==> src/rtl/pb_pkg.sv <==
// Shared types for the push-button gesture classifier: FSM states and the
// event bundle handed to application FSMs.
package pb_pkg;

  typedef enum logic [2:0] {IDLE, PRESS1, LONG, GAP, PRESS2} pb_cls_state_t;

  typedef struct packed {
    logic single_ev;
    logic double_ev;
    logic long_ev;
    logic repeat_ev;
  } pb_events_t;

  function automatic int pb_max3(input int a, input int b, input int c);
    int m;
    m = (a > b) ? a : b;
    return (m > c) ? m : c;
  endfunction

endpackage

==> src/rtl/pb_press_classifier.sv <==
// Classifies debounced press/release pulses into single click, double click
// and long press, with an auto-repeat tick while a long press is held.
//
// state  | meaning
// IDLE   | button up, no gesture in progress
// PRESS1 | first press held, timing toward long press
// LONG   | long press held, emitting repeat ticks
// GAP    | short press released, waiting for a second press
// PRESS2 | second press held, waiting for its release
module pb_press_classifier
  import pb_pkg::*;
#(
  parameter int LONG_CYCLES       = 50_000_000,
  parameter int DCLICK_GAP_CYCLES = 25_000_000,
  parameter int REPEAT_CYCLES     = 10_000_000
) (
  input  logic clk,
  input  logic rst,
  input  logic pb_pressed_pulse,
  input  logic pb_released_pulse,
  output logic single_click,
  output logic double_click,
  output logic long_press,
  output logic repeat_tick,
  output logic busy
);

  localparam int TW = $clog2(pb_max3(LONG_CYCLES, DCLICK_GAP_CYCLES, REPEAT_CYCLES));
  localparam logic [TW-1:0] LONG_TC = TW'(LONG_CYCLES - 1);
  localparam logic [TW-1:0] GAP_TC  = TW'(DCLICK_GAP_CYCLES - 1);
  localparam logic [TW-1:0] REP_TC  = TW'(REPEAT_CYCLES - 1);

  pb_cls_state_t state_q;
  logic [TW-1:0] timer_q;
  pb_events_t    ev_q;

  always_ff @(posedge clk) begin
    if (rst) begin
      state_q <= IDLE;
      timer_q <= '0;
      ev_q    <= '0;
    end else begin
      ev_q    <= '0;
      timer_q <= timer_q + 1'b1;
      unique case (state_q)
        // No threshold in IDLE or PRESS2, so the timer is parked at zero there.
        IDLE: begin
          timer_q <= '0;
          if (pb_pressed_pulse) state_q <= PRESS1;
        end
        PRESS1: begin
          if (pb_released_pulse) begin
            state_q <= GAP;
            timer_q <= '0;
          end else if (timer_q == LONG_TC) begin
            state_q      <= LONG;
            timer_q      <= '0;
            ev_q.long_ev <= 1'b1;
          end
        end
        LONG: begin
          if (pb_released_pulse) begin
            state_q <= IDLE;
            timer_q <= '0;
          end else if (timer_q == REP_TC) begin
            timer_q        <= '0;
            ev_q.repeat_ev <= 1'b1;
          end
        end
        GAP: begin
          if (pb_pressed_pulse) begin
            state_q        <= PRESS2;
            timer_q        <= '0;
            ev_q.double_ev <= 1'b1;
          end else if (timer_q == GAP_TC) begin
            state_q        <= IDLE;
            timer_q        <= '0;
            ev_q.single_ev <= 1'b1;
          end
        end
        PRESS2: begin
          timer_q <= '0;
          if (pb_released_pulse) state_q <= IDLE;
        end
        default: begin
          state_q <= IDLE;
          timer_q <= '0;
        end
      endcase
    end
  end

  assign single_click = ev_q.single_ev;
  assign double_click = ev_q.double_ev;
  assign long_press   = ev_q.long_ev;
  assign repeat_tick  = ev_q.repeat_ev;
  assign busy         = (state_q != IDLE);

endmodule
==> config.mk <==
export PLATFORM = sky130hd
export DESIGN_NAME = pb_press_classifier
export DESIGN_NICKNAME = d
export VERILOG_FILES = /design/src/rtl/pb_pkg.sv /design/src/rtl/pb_press_classifier.sv
export SDC_FILE = /design/constraint.sdc
export NUM_CORES = 1
export LEC_CHECK = 0
export BUFFER_PORTS_ARGS = -buffer_cell sky130_fd_sc_hd__buf_4
export CORE_MARGIN = 5
export CORE_UTILIZATION = 29
export DETAILED_ROUTE_END_ITERATION = 16
export PLACE_DENSITY_LB_ADDON = 0.08
export SLEW_MARGIN = 20
export SYNTH_ARGS = -nofsm -noshare
export SYNTH_HDL_FRONTEND = slang
export SYNTH_SLANG_ARGS = --single-unit
==> constraint.sdc <==
create_clock -name clk -period 5.65 [get_ports clk]
set_input_delay 0.2825 -clock clk [delete_from_list [all_inputs] [get_ports clk]]
set_output_delay 0.2825 -clock clk [all_outputs]
set_load 0.01 [all_outputs]
==> results of run 1 <==
## worst paths after layout
kind                                       start            to  slack [ns]  depth (start not counted)
worst max register to register       timer_q[15]   timer_q[19]        3.19                          5
worst max-delay path                 timer_q[15]   timer_q[19]        3.19                          5
worst min register to register        timer_q[0]    timer_q[0]        0.50                          1
worst min-delay path            pb_pressed_pulse  single_click        0.18                          2
## logic make-up after synthesis
family                   Yosys count  synth area share (%)
adder cells (fa/ha/maj)            2                 1.478
AND/OR/NAND/NOR                  104                 34.22
multiplexers                       2                 1.183
buffers and inverters             12                 6.430
XOR/XNOR                          24                 12.42
flip-flops                        33                 39.02
AO/OA/AOI/OAI                      9                 5.247
## state kept, by name, indices dropped and copies added, names as in the netlist
signal	flops
timer_q	26
single_click	1
double_click	1
state_q	3
long_press	1
repeat_tick	1
## Yosys cell counts (all sizes together) (2+ instances only)
cell | n | area (um2)
nor2 | 41 | 153.9
dfxtp | 33 | 660.6
xor2 | 17 | 148.9
nand3 | 14 | 70.07
nand4 | 11 | 68.82
xnor2 | 7 | 61.31
and3 | 6 | 40.03
inv | 5 | 18.77
nor3 | 5 | 25.02
and4 | 4 | 35.03
buf | 4 | 50.05
nand2 | 4 | 15.01
nor4bb | 4 | 40.04
nand3b | 3 | 22.52
o21a | 3 | 30.02
or3 | 3 | 18.77
clkbuf | 2 | 7.510
ha | 2 | 25.02
mux2i | 2 | 20.02
nor4 | 2 | 12.51
o31ai | 2 | 28.78
or4 | 2 | 15.01
## area by class of cell
class,instances,area (um2)
fillers,626,3735
clock inverters,3,17.52
flip-flops and latches,33,660.6
well taps,72,90.09
multi-input cells,141,923.4
repair buffers,8,60.06
inverters,5,18.77
clock buffers,5,68.82
## routing by layer
layer | vias to the layer above | share of wire (%) | wire (um)
met4 | 0 | 1.2 | 42
met1 | 617 | 49 | 1752
met5 | - | 0 | 0
met3 | 4 | 4.5 | 163
met2 | 23 | 46 | 1647
li1 | 666 | - | -
## worst reg2reg max path: stages, from the launching register on
cell	delay [ns]
sky130_fd_sc_hd__dfxtp_1	0.45
sky130_fd_sc_hd__nand4_1	0.20
sky130_fd_sc_hd__or3_1	0.43
sky130_fd_sc_hd__o21a_4	0.23
sky130_fd_sc_hd__o31ai_4	0.86
sky130_fd_sc_hd__nor2_1	0.14
## power by group through the flow
| stage | registers, mW | logic, mW | clock network [mW] |
|---|---|---|---|
| floorplan | 0.242 | 0.0261 | 0 |
| global placement | 0.244 | 0.0264 | 0 |
| detailed placement | 0.244 | 0.0266 | 0 |
| CTS | 0.239 | 0.0267 | 0.181 |
| global route | 0.239 | 0.0296 | 0.192 |
| finish | 0.239 | 0.0264 | 0.173 |
==> reports/results.txt, run 1 <==
The run gives 0 as the final hold violation count. The worst setup path is launched from a flip-flop. The tools report the clock root buffer master as sky130_fd_sc_hd__clkbuf_8.

The global routing usage on met3 is 3.232%. Clock-pin slew was measured on the worst setup and hold paths at 0.07 ns. For the worst setup path, the data arrival time is 2.59 ns. The via count of the routed design is 1310. The required time of the worst setup path was 5.78 ns.

Synthesis instantiated 37 different standard cells from the library. The worst hold margin came out at 0.1833 ns. The clock period could shrink to 2.463 ns. The count of placed standard cells including taps was 259; the HPWL after detailed placement was 2713 um. At the end of routability-driven placement, the weighted congestion stood at 0.8271.

Leaving out fill and tap cells, the most frequent cells in the layout are 41 x sky130_fd_sc_hd__nor2_1, 33 x sky130_fd_sc_hd__dfxtp_1, 17 x sky130_fd_sc_hd__xor2_1. The run gives 5574 um2 as the placeable core region. Cells fill 33.00% of the core in the end.

After synthesis, the mean cell area works out to 9.101 um2. Dividing the final minimum period by the clock period gives 43.60%. For the number of pins exceeding their max-slew limit in the final report, the log shows 0.

Sum of routed wire length over all layers: 3605 um. Traced cell by cell, the critical path runs through nand4_1 -> or3_1 -> o21a_4 -> o31ai_4 -> nor2_1. The switching part of the total was 24.39%.

The number of nets in the synthesized netlist is 192. At the end of the flow, the number of nets in the layout was 200. The run gives 1693 um2 as the cell area after synthesis. The most used flip-flop cell after synthesis is sky130_fd_sc_hd__dfxtp_1. The number of buffers added for setup after CTS came out at 0. The run gives 2 as the H-tree depth reported by CTS. Once the floorplan was initialized, standard cells occupied 30.37% of the core. Clock latency reported for the late side of the worst-skew pair: 0.28 ns. The detail route stage leaves a number of antenna-violating nets equal to 0. In the final routed layout, each cell accounts on average for 13.50 um. Leaving out fill and tap cells, the most frequent cell in the layout is sky130_fd_sc_hd__nor2_1.

The analysis attributes to cell leakage a power of 0.5776 nW. The number of antenna violations at the first check in global routing is 0, and the share of synthesized registers carrying an async set or reset is 0%. The number of enable-type register cells in the synthesized netlist came out at 0. The worst setup path is captured at a flip-flop.

The run finished with clean final reports. During synthesis, Yosys emitted a total of 0 warnings. On the worst path, the slowest cell contributes a delay of 0.86 ns.

Floorplan row count: 27. The run gives 0 as the total inserted antenna cells. The maximum number of pins on one net before global-route repair was 27.

Measured along the x axis, the die boundary spans 86.41 um. Using the TritonRoute via totals, the vias-per-cell ratio works out to 4.906. The relative contribution of combinational cells to total power is 6.0%, and the total global-route track usage is 10.65%. The worst path meets setup with 3.187 ns of slack. The share of cells above drive strength 1 is 11.79%, and the residual DRC count is 0. The cell with the biggest individual delay on the critical path is sky130_fd_sc_hd__o31ai_4.

Critical path's top delay family: compound AO/OA/AOI/OAI gates. Registers are responsible for 54.5% of the overall power. The run gives 6299 um as the global-route wire length before repair. The worst-case IR drop observed on VDD is 0.1192 mV. The tool flagged a number of max-cap violations equal to 0.

The design draws 0.4384 mW. Summed over all nets, the switching power comes to 0.1069 mW. After global routing, the most crowded layer is met2.

Before antenna repair, the detailed router went through 4 iterations. In this run the cell area measured after placement is 1753 um2. The total overflow left after global routing is 0. Summing all non-filler instances in the final layout gives an area of 1839 um2. The clock arrives with 0.005323 ns of skew. The maximum net fanout on the critical path works out to 26. The worst setup path is of the reg2reg kind. In this run the tightest slew margin relative to its limit is 32.73%.

TritonCTS built the clock tree. Dividing total power by cell area gives a power density of 238.4 nW/um2. The total internal power was 0.3315 mW; the total of buffers placed on input and output ports was 8.

The class of the most critical hold timing path was in2reg. The number of buffers and inverters on the critical path is 0. Sequential cells were found to cover 39.02% of the synthesized design area. In the global route stage, met2 resource usage came out at 16.69%. The tools report the sum of negative setup slack as 0 ns. The tools report the gate count of the mapped netlist as 186.

In this run the vertical extent of the chip is 86.41 um. Setup repair after global routing left no endpoint under its margin. The clock network accounts for 39.5% of the total power. Derived from the worst setup path, the maximum achievable clock frequency is 406.0 MHz. For the total of endpoints with negative setup slack in the final report, the log shows 0. Global routing consumed, on the met1 layer, 13.79% of the routing resources. The tools report the I/O pin count as 9. Gates resized during post-CTS repair numbered 0.

Setup slack at placement: 3.158 ns. After clock tree synthesis, the flow added hold-fix buffers numbering 0. Leaving out filler cells and counting taps, the final layout contains 267. In this run, synthesis produced a sequential element count of 33. For the maximum number of buffers from clock root to sink, the log shows 2. Buffers inserted during clock tree synthesis total 5. The tools report the number of global-route vias before repair as 1299.

The layout-stage area growth over the synthesis result was 8.647%; the DRC violation total after the first TritonRoute iteration was 56. For this design, the sink count on the clock tree is 33. The die area was 7466 um2; the slew of the pin with the lowest slew margin was 1.009 ns.
Note: power is estimated with default switching activity, not from simulation.
==> inputs of run 2 (changes only) <==
==> constraint.sdc (replaced) <==
create_clock -name clk -period 2.15 [get_ports clk]
set_input_delay 0.1075 -clock clk [delete_from_list [all_inputs] [get_ports clk]]
set_output_delay 0.1075 -clock clk [all_outputs]
set_load 0.01 [all_outputs]
==> run 2 against run 1 <==
Effect of this change:
- count of clock-buffer cells in the layout up 2
- first-iteration DRC count grew 34%
- sequential share of layout area decreased by 1.6 points
- die area stayed put
- utilization rose by 1.6 points
- critical path type unchanged
==> reports/results.txt, run 2 (same netlist as run 1, synthesis figures left out) <==
The flow ran to the end, and the final reports show no timing, DRC or antenna violations. The power per unit of standard cell area was 604.2 nW/um2 (was 238.4 nW/um2); the time the final worst path needs with I/O delays and setup was 2.053 ns (was 2.463 ns). The logs give 0.28 ns (about the same) for the clock latency reported for the late side of the worst-skew pair and 1348 (was 1310) for the via count of the routed design. The logs give 27 (unchanged) for the floorplan row count and 0.8375 (was 0.8271) for the weighted congestion reported at the end of routability-driven placement. The class of the most critical hold timing path was in2reg (unchanged). The total of endpoints with negative setup slack in the final report is 0 (unchanged), and the total of buffers placed on input and output ports is 8 (unchanged). The H-tree depth reported by CTS is 2 (unchanged). Largest registers ranked by flip-flop count: timer_q x26, state_q x3 (unchanged). The clock transition at the register clock pins on the worst setup and hold paths after CTS is 0.06 ns (was 0.07 ns), and the detailed-route wire length per cell is 13.51 um (was 13.50 um).

For the placeable core region, the log shows 5574 um2 (unchanged). The run gives 0 (unchanged) as the total inserted antenna cells. The share of cells above drive strength 1 is 15.20% (was 11.79%), and the flip-flop count of the largest register after layout is 26 (unchanged). The maximum number of pins on one net before global-route repair was 27 (unchanged). The critical path capture point type was a flip-flop (unchanged). The highest cell delay on the worst timing path is 0.44 ns (was 0.86 ns). For the DRC violation total after the first TritonRoute iteration, the log shows 75 (was 56). The tools report the effective utilization at floorplan as 30.37% (unchanged).

The category of the most critical setup path was reg2reg (unchanged). The leakage power came out at 0.6338 nW (was 0.5776 nW). The tools report the post-cts gate resize count as 0 (unchanged). The number of buffer and inverter instances along the worst setup path was 0 (unchanged); the number of pins exceeding their max-slew limit in the final report was 0 (unchanged). The maximum number of buffers from clock root to sink came out at 2 (unchanged).

The HPWL after detailed placement was 2819 um (was 2713 um). Setup repair after global routing left no endpoint under its margin. TritonCTS built the clock tree. Number of buffers created by CTS: 5 (unchanged). The I/O pin count is 9 (unchanged). The run gives 660.6 um2 (unchanged) as the area taken by flip-flops and latches. For the detailed-routing iteration count for the pre-antenna-repair pass, the log shows 4 (unchanged). The tools report the global-route wire length before repair as 6437 um (was 6299 um). The share of the clock period used by the worst path is 95.49% (was 43.60%). Critical Path, Cell by Cell: nand4_1 -> or3_1 -> o21a_4 -> or3_1 -> a31o_1 (was nand4_1 -> or3_1 -> o21a_4 -> o31ai_4 -> nor2_1). The most used cell along the critical path is sky130_fd_sc_hd__or3_1. The number of global-route vias before repair is 1311 (was 1299), and the floorplan die width is 86.41 um (unchanged).

For the multi-input logic area, the log shows 923.4 um2 (unchanged). The tools report the residual DRC count as 0 (unchanged). Cell with the biggest individual delay on the critical path: sky130_fd_sc_hd__dfxtp_1 (was sky130_fd_sc_hd__o31ai_4).

The post-cts hold buffer count came out at 0 (unchanged). The count of nets left with antenna violations after detail routing was 0 (unchanged). Highest-count cells in the layout ignoring fill and taps: 41 x sky130_fd_sc_hd__nor2_1, 33 x sky130_fd_sc_hd__dfxtp_1, 17 x sky130_fd_sc_hd__xor2_1, 17 x sky130_fd_sc_hd__buf_4, 14 x sky130_fd_sc_hd__nand3_1 (was 41 x sky130_fd_sc_hd__nor2_1, 33 x sky130_fd_sc_hd__dfxtp_1, 17 x sky130_fd_sc_hd__xor2_1). The count of filler cells inserted in the layout was 589 (was 626); the sum of negative setup slack was 0 ns (unchanged). The maximum net fanout on the critical path is 5 (was 26), and the die area is 7466 um2 (unchanged). The number of sinks driven by the clock tree was 33 (unchanged).

The tools report the final worst slack as 0.09691 ns (was 3.187 ns). Most common library cell in the layout ignoring fill and taps: sky130_fd_sc_hd__nor2_1 (unchanged). The run gives 2.23 ns (was 2.59 ns) as the data arrival time at the worst-slack endpoint. The tools report the launching element type of the critical path as a flip-flop (unchanged).

The critical path's top delay family was simple AND/OR/NAND/NOR gates (was compound AO/OA/AOI/OAI gates). The max capacitance violation total was 0 (unchanged). The detail-routed via count per cell works out to 4.884 (was 4.906). The headroom to the max-slew limit was 62.69% (was 32.73%). The logs give 0.1112 ns (was 3.158 ns) for the setup slack at placement and 0 (unchanged) for the global-route congestion overflow total. The run gives 2.33 ns (was 5.78 ns) as the required time of the worst setup path. The tools report the peak supply drop as 0.3267 mV (was 0.1192 mV). Largest register by flop count: timer_q (unchanged).

Number of antenna violations at the first check in global routing: 0 (unchanged). The clock root buffer master is sky130_fd_sc_hd__clkbuf_8 (unchanged). The sum of routed wire length over all layers is 3728 um (was 3605 um). The tools report the final hold violation count as 0 (unchanged).

The total global-route track usage was 11.11% (was 10.65%); the maximum clock rate was 487.1 MHz (was 406.0 MHz). The die extent in y was 86.41 um (unchanged). The slew of the pin with the lowest slew margin is 0.5554 ns (was 1.009 ns).

The maximum clock skew at final layout was 0.006708 ns (was 0.005323 ns); the layout-stage area growth over the synthesis result was 13.82% (was 8.647%). For the final net count, the log shows 210 (was 200).
run 2: cell types whose count changed in the layout (fill, tap and decap cells not counted), sizes merged:
cell / previous run / this run
buf: 8 / 18
clkbuf: 5 / 7
clkinv: 2 / 0
clkinvlp: 1 / 0
run 2: final cells by class:
| class | count | area share, % |
|---|---|---|
| timing repair buffer | 18 | 7.662 |
| tap | 72 | 4.675 |
| inverter | 5 | 0.9740 |
| clock buffer | 7 | 4.481 |
| multi-input combinational | 141 | 47.92 |
| sequential | 33 | 34.29 |
run 2: path summary, 6_finish.rpt:
kind	startpoint	end	slack, ns	depth (start not counted)
worst max-delay path	timer_q[15]	state_q[2]	0.1	5
worst min-delay path	pb_pressed_pulse	single_click	0.01	2
worst min register to register	timer_q[0]	timer_q[0]	0.49	1
worst max register to register	timer_q[15]	state_q[2]	0.1	5
run 2: power by group:
group	switching (mW)	internal, mW	leakage, nW
registers	0.0107	0.618	0.266
logic	0.0398	0.0337	0.323
clock network	0.209	0.254	0.0443
total	0.259	0.905	0.634
run 2: per-layer routing:
| layer | routed length, um | global-route usage, % | up-vias |
|---|---|---|---|
| met1 | 1812 | 14.21 | 626 |
| met4 | 62 | 5.099 | 0 |
| met5 | 0 | 0 | - |
| met3 | 169 | 3.327 | 7 |
| li1 | - | - | 692 |
| met2 | 1683 | 17.11 | 23 |
run 2: worst register-to-register path, delay by kind of cell (launching register included):
kind	cells	cell delay (ns)
simple gates	3	1.05
compound gates	2	0.47
flops	1	0.44
run 2: stage by stage:
step                total power, mW  hold WS (ns)  utilization, %  cell area, um2  cells
global route                  1.218       0.01592           34.57            1927    276
global placement             0.7139        0.3061           32.75            1826    267
finish                        1.164       0.01225           34.57            1927    276
CTS                           1.182      0.003856           34.30            1912    274
floorplan                    0.7049        0.1803               -            1693    186
detailed placement           0.7162        0.3078           32.75            1826    267
run 2: what timing repair did:
item,in CTS,in global routing
setup endpoints to repair,0,1
setup buffers,0,2
endpoints found under the hold margin,0,0
==> inputs of run 3 (changes only) <==
--- a/config.mk
+++ b/config.mk
@@ -5,6 +5,7 @@
 export SDC_FILE = /design/constraint.sdc
 export NUM_CORES = 1
 export LEC_CHECK = 0
+export ABC_AREA = 1
 export BUFFER_PORTS_ARGS = -buffer_cell sky130_fd_sc_hd__buf_4
 export CORE_MARGIN = 5
 export CORE_UTILIZATION = 29
==> run 3 against run 2 <==
Effect of this change:
- wire length rose by 31%
- global-route usage up 1.6 points
- register-to-register slack better by 0.17 ns
- critical path depth up 5
- via count up 36%
- non-clock buffer count shrank 7
- synthesized cell count rose by 59%
- total power grew 45%
- clock power grew 33%
- largest cell class unchanged
- highest routed layer unchanged
==> reports/results.txt, run 3 <==
The run finished with clean final reports. The final hold violation count is 0 (unchanged), and the number of cells on the worst reg-to-reg path is 10 (was 5). The required time of the worst setup path came out at 2.32 ns (was 2.33 ns). Maximum number of buffers from clock root to sink: 2 (unchanged). The post-layout total power was 1.687 mW (was 1.164 mW); the number of buffers created by CTS was 5 (unchanged).

For the residual DRC count, the log shows 0 (unchanged). The flop-to-flop setup slack was 0.27 ns (was 0.1 ns). For the DRC violation total after the first TritonRoute iteration, the log shows 68 (was 75). The gate count of the mapped netlist came out at 295 (was 186).

The critical path capture point type is a flip-flop (unchanged). Most instantiated flip-flop cell in the synthesis netlist: sky130_fd_sc_hd__dfxtp_1 (unchanged). The logs give 1.146 mW (was 0.9050 mW) for the total internal power and 0.2700 ns (was 0.09691 ns) for the final worst slack. The maximum number of pins on one net before global-route repair came out at 15 (was 27).

The final net count is 313 (was 210). Setup slack at placement: 0.2873 ns (was 0.1112 ns). For the relative contribution of combinational cells to total power, the log shows 22.7% (was 6.3%).

For the multi-input logic area, the log shows 1071 um2 (was 923.4 um2). The reg-to-reg critical path endpoint was timer_q[21] (was state_q[2]). The tools report the launching element type of the critical path as a flip-flop (unchanged).

For the effective utilization at floorplan, the log shows 29.34% (was 30.37%). The run gives 0 (unchanged) as the number of antenna violations at the first check in global routing. The hold path depth was 2 (unchanged); the sum of routed wire length over all layers was 4875 um (was 3728 um). The run gives 78.29% (was 62.69%) as the headroom to the max-slew limit.

The synthesized flop and latch total came out at 33 (unchanged). The slew of the pin with the lowest slew margin was 0.3226 ns (was 0.5554 ns). The fraction of post-synthesis cell area in the top cell type by area was 33.69% (was 39.02%); the count of placed standard cells including taps was 380 (was 267). The run gives 36.5% (was 39.7%) as the portion of total power attributed to the clock network.

The tools report the maximum clock rate as 531.9 MHz (was 487.1 MHz). The startpoint of the worst register-to-register path was timer_q[0] (was timer_q[15]). The share of the clock period used by the worst path came out at 87.44% (was 95.49%). Data arrival time at the worst-slack endpoint: 2.05 ns (was 2.23 ns).

The HPWL after detailed placement is 3829 um (was 2819 um). Power per unit of standard cell area: 761.8 nW/um2 (was 604.2 nW/um2). Synth cell count leaders: 59 x sky130_fd_sc_hd__nor2_1, 54 x sky130_fd_sc_hd__nand2_1, 47 x sky130_fd_sc_hd__inv_1 (was 41 x sky130_fd_sc_hd__nor2_1, 33 x sky130_fd_sc_hd__dfxtp_1, 17 x sky130_fd_sc_hd__xor2_1). Highest-count cells in the layout ignoring fill and taps: 59 x sky130_fd_sc_hd__nor2_1, 54 x sky130_fd_sc_hd__nand2_1, 47 x sky130_fd_sc_hd__inv_1 (was 41 x sky130_fd_sc_hd__nor2_1, 33 x sky130_fd_sc_hd__dfxtp_1, 17 x sky130_fd_sc_hd__xor2_1, 17 x sky130_fd_sc_hd__buf_4, 14 x sky130_fd_sc_hd__nand3_1). The clock transition at the register clock pins on the worst setup and hold paths after CTS works out to 0.07 ns (was 0.06 ns).

The switching part of the total was 32.04% (was 22.26%); the total inserted antenna cells was 0 (unchanged). The tools report the number of warnings printed during yosys synthesis as 0 (unchanged). The worst-case hold path end point is single_click (unchanged). Dominant cells by area after synthesis: sky130_fd_sc_hd__dfxtp_1 34%, sky130_fd_sc_hd__nor2_1 11%, sky130_fd_sc_hd__nand2_1 10% (was sky130_fd_sc_hd__dfxtp_1 39%, sky130_fd_sc_hd__nor2_1 9.1%, sky130_fd_sc_hd__xor2_1 8.8%).

The tools report the peak supply drop as 0.2351 mV (was 0.3267 mV). The share of synthesized registers carrying an async set or reset is 0% (unchanged), and the time the final worst path needs with I/O delays and setup is 1.880 ns (was 2.053 ns). The tools report the floorplan row count as 30 (was 27). The tools report the maximum clock skew at final layout as 0.008188 ns (was 0.006708 ns). Die area: 8505 um2 (was 7466 um2).

The total of endpoints with negative setup slack in the final report was 0 (unchanged); the total global-route track usage was 12.67% (was 11.11%). The detailed-routing iteration count for the pre-antenna-repair pass was 4 (unchanged). The run gives 1827 (was 1348) as the via count of the routed design. The I/O pin count came out at 9 (unchanged).

Largest registers ranked by flip-flop count: timer_q x26, state_q x3 (unchanged). Cell area after synthesis: 1961 um2 (was 1693 um2). The detail-routed via count per cell is 4.709 (was 4.884), and the placeable core region is 6681 um2 (was 5574 um2). The post-cts gate resize count is 0 (unchanged), and the number of sinks driven by the clock tree is 33 (unchanged).

Leading cell type by number of instances after synthesis: sky130_fd_sc_hd__nor2_1 (unchanged). The weighted congestion reported at the end of routability-driven placement is 0.8308 (was 0.8375). The number of buffers added for setup after CTS is 0 (unchanged), and the sequential fraction of the synthesis area is 33.69% (was 39.02%).

The detailed-route wire length per cell is 12.56 um (was 13.51 um), and the clock latency reported for the late side of the worst-skew pair is 0.29 ns (was 0.28 ns). The layout-stage area growth over the synthesis result is 12.95% (was 13.82%), and the H-tree depth reported by CTS is 2 (unchanged). The post-cts hold buffer count was 0 (unchanged); the count of nets left with antenna violations after detail routing was 0 (unchanged). The tools report the clock root buffer master as sky130_fd_sc_hd__clkbuf_8 (unchanged). The total of buffers placed on input and output ports was 8 (unchanged); the net count after synthesis was 301 (was 192). The number of global-route vias before repair was 1734 (was 1311); the maximum net fanout on the critical path was 14 (was 5). The max capacitance violation total was 0 (unchanged); the synthesized area per cell was 6.646 um2 (was 9.101 um2). The number of enable-type register cells in the synthesized netlist came out at 0 (unchanged).

Hold path startpoint: pb_pressed_pulse (unchanged). The number of different library cells in the post-synthesis netlist was 28 (was 37); the post-route non-filler standard cell count was 388 (was 276). The most common library cell in the layout ignoring fill and taps is sky130_fd_sc_hd__nor2_1 (unchanged). The largest register by flop count is timer_q (unchanged). Global-route congestion overflow total: 0 (unchanged). The count of filler cells inserted in the layout is 736 (was 589).

The category of the most critical setup path is reg2reg (unchanged). The flip-flop count of the largest register after layout is 26 (unchanged), and the die extent in y is 92.23 um (was 86.41 um). TritonCTS built the clock tree.

The area taken by flip-flops and latches was 660.6 um2 (unchanged). The share of cells above drive strength 1 is 10.71% (was 15.20%). Leakage power: 0.9485 nW (was 0.6338 nW).

The number of pins exceeding their max-slew limit in the final report came out at 0 (unchanged). The tools report the global-route wire length before repair as 8500 um (was 6437 um). Start point of the critical path: timer_q[0] (was timer_q[15]).

Class of the most critical hold timing path: in2reg (unchanged). The total net switching power is 0.5405 mW (was 0.2592 mW). The sum of negative setup slack came out at 0 ns (unchanged). The cell type with the largest total area after synthesis is sky130_fd_sc_hd__dfxtp_1 (unchanged). Floorplan die width: 92.23 um (was 86.41 um).

For the sequential share of power, the log shows 40.8% (was 54.0%). Setup repair after global routing left no endpoint under its margin.
## run 3: cell types whose count changed after synthesis, sizes merged, moves of 4 or more
cell and delta:
inv +43, and3 -6, nand3 +10, nand4 +6, nor2 +24, xnor2 -6, and4 -4, nor4bb -4
o21ai +6, nand2 +54
## run 3: worst max-delay path by stage
stage                   to  cells after the start
6_report       timer_q[21]                     10
5_1_grt        timer_q[21]                     10
4_1_cts        timer_q[18]                     10
3_5_place_dp   timer_q[19]                     10
3_3_place_gp   timer_q[21]                      8
2_1_floorplan   timer_q[0]                      9
## run 3: layout make-up
cell class / count / share of cell area (%)
clock buffer: 7 / 3.898
clock inverter: 1 / 1.356
inverter: 49 / 8.305
multi-input combinational: 207 / 48.36
sequential: 33 / 29.83
tap: 80 / 4.520
timing repair buffer: 11 / 3.729
## run 3: routing by layer
metal  vias up  share of wire (%)  track usage (%)
li1        949                  -                -
met1       849                 49            16.29
met2        21                 46            20.19
met3         8                3.5            3.445
met4         0                1.7            4.703
met5         -                  0                0
## run 3: worst max-delay path, cell delays in order, from the launching register on
cell and delay, ns:
sky130_fd_sc_hd__dfxtp_1 0.39, sky130_fd_sc_hd__ha_1 0.19, sky130_fd_sc_hd__inv_1 0.04, sky130_fd_sc_hd__nor2_1 0.17, sky130_fd_sc_hd__nand2_1 0.09, sky130_fd_sc_hd__nor2_1 0.09
sky130_fd_sc_hd__nand3_1 0.11, sky130_fd_sc_hd__nand2_1 0.19, sky130_fd_sc_hd__nand3_4 0.21, sky130_fd_sc_hd__nand2_4 0.23, sky130_fd_sc_hd__nor2_1 0.06
## run 3: stage by stage
| stage | area (um2) | hold slack (ns) | util [%] |
|---|---|---|---|
| after floorplan | 1961 | 0.1799 | - |
| after global placement | 2098 | 0.3185 | 31.40 |
| after detailed placement | 2098 | 0.3161 | 31.40 |
| after CTS | 2215 | 0.007164 | 33.15 |
| after global routing | 2215 | 0.006725 | 33.15 |
| final | 2215 | 0.01408 | 33.15 |
## run 3: kinds of logic after synthesis
group | share of synthesized area [%]
compound gates | 2.297
simple gates | 43.46
xor+xnor | 7.594
flops | 33.69
buf+inv | 11.68
fa+ha+maj | 1.276
## run 3: power groups by stage
| stage | sequential, mW | combinational (mW) | clock, mW |
|---|---|---|---|
| 2_1_floorplan | 0.675 | 0.318 | 0 |
| 3_3_place_gp | 0.702 | 0.395 | 0 |
| 3_5_place_dp | 0.699 | 0.384 | 0 |
| 4_1_cts | 0.685 | 0.385 | 0.640 |
| 5_1_grt | 0.690 | 0.444 | 0.667 |
| 6_report | 0.688 | 0.384 | 0.615 |
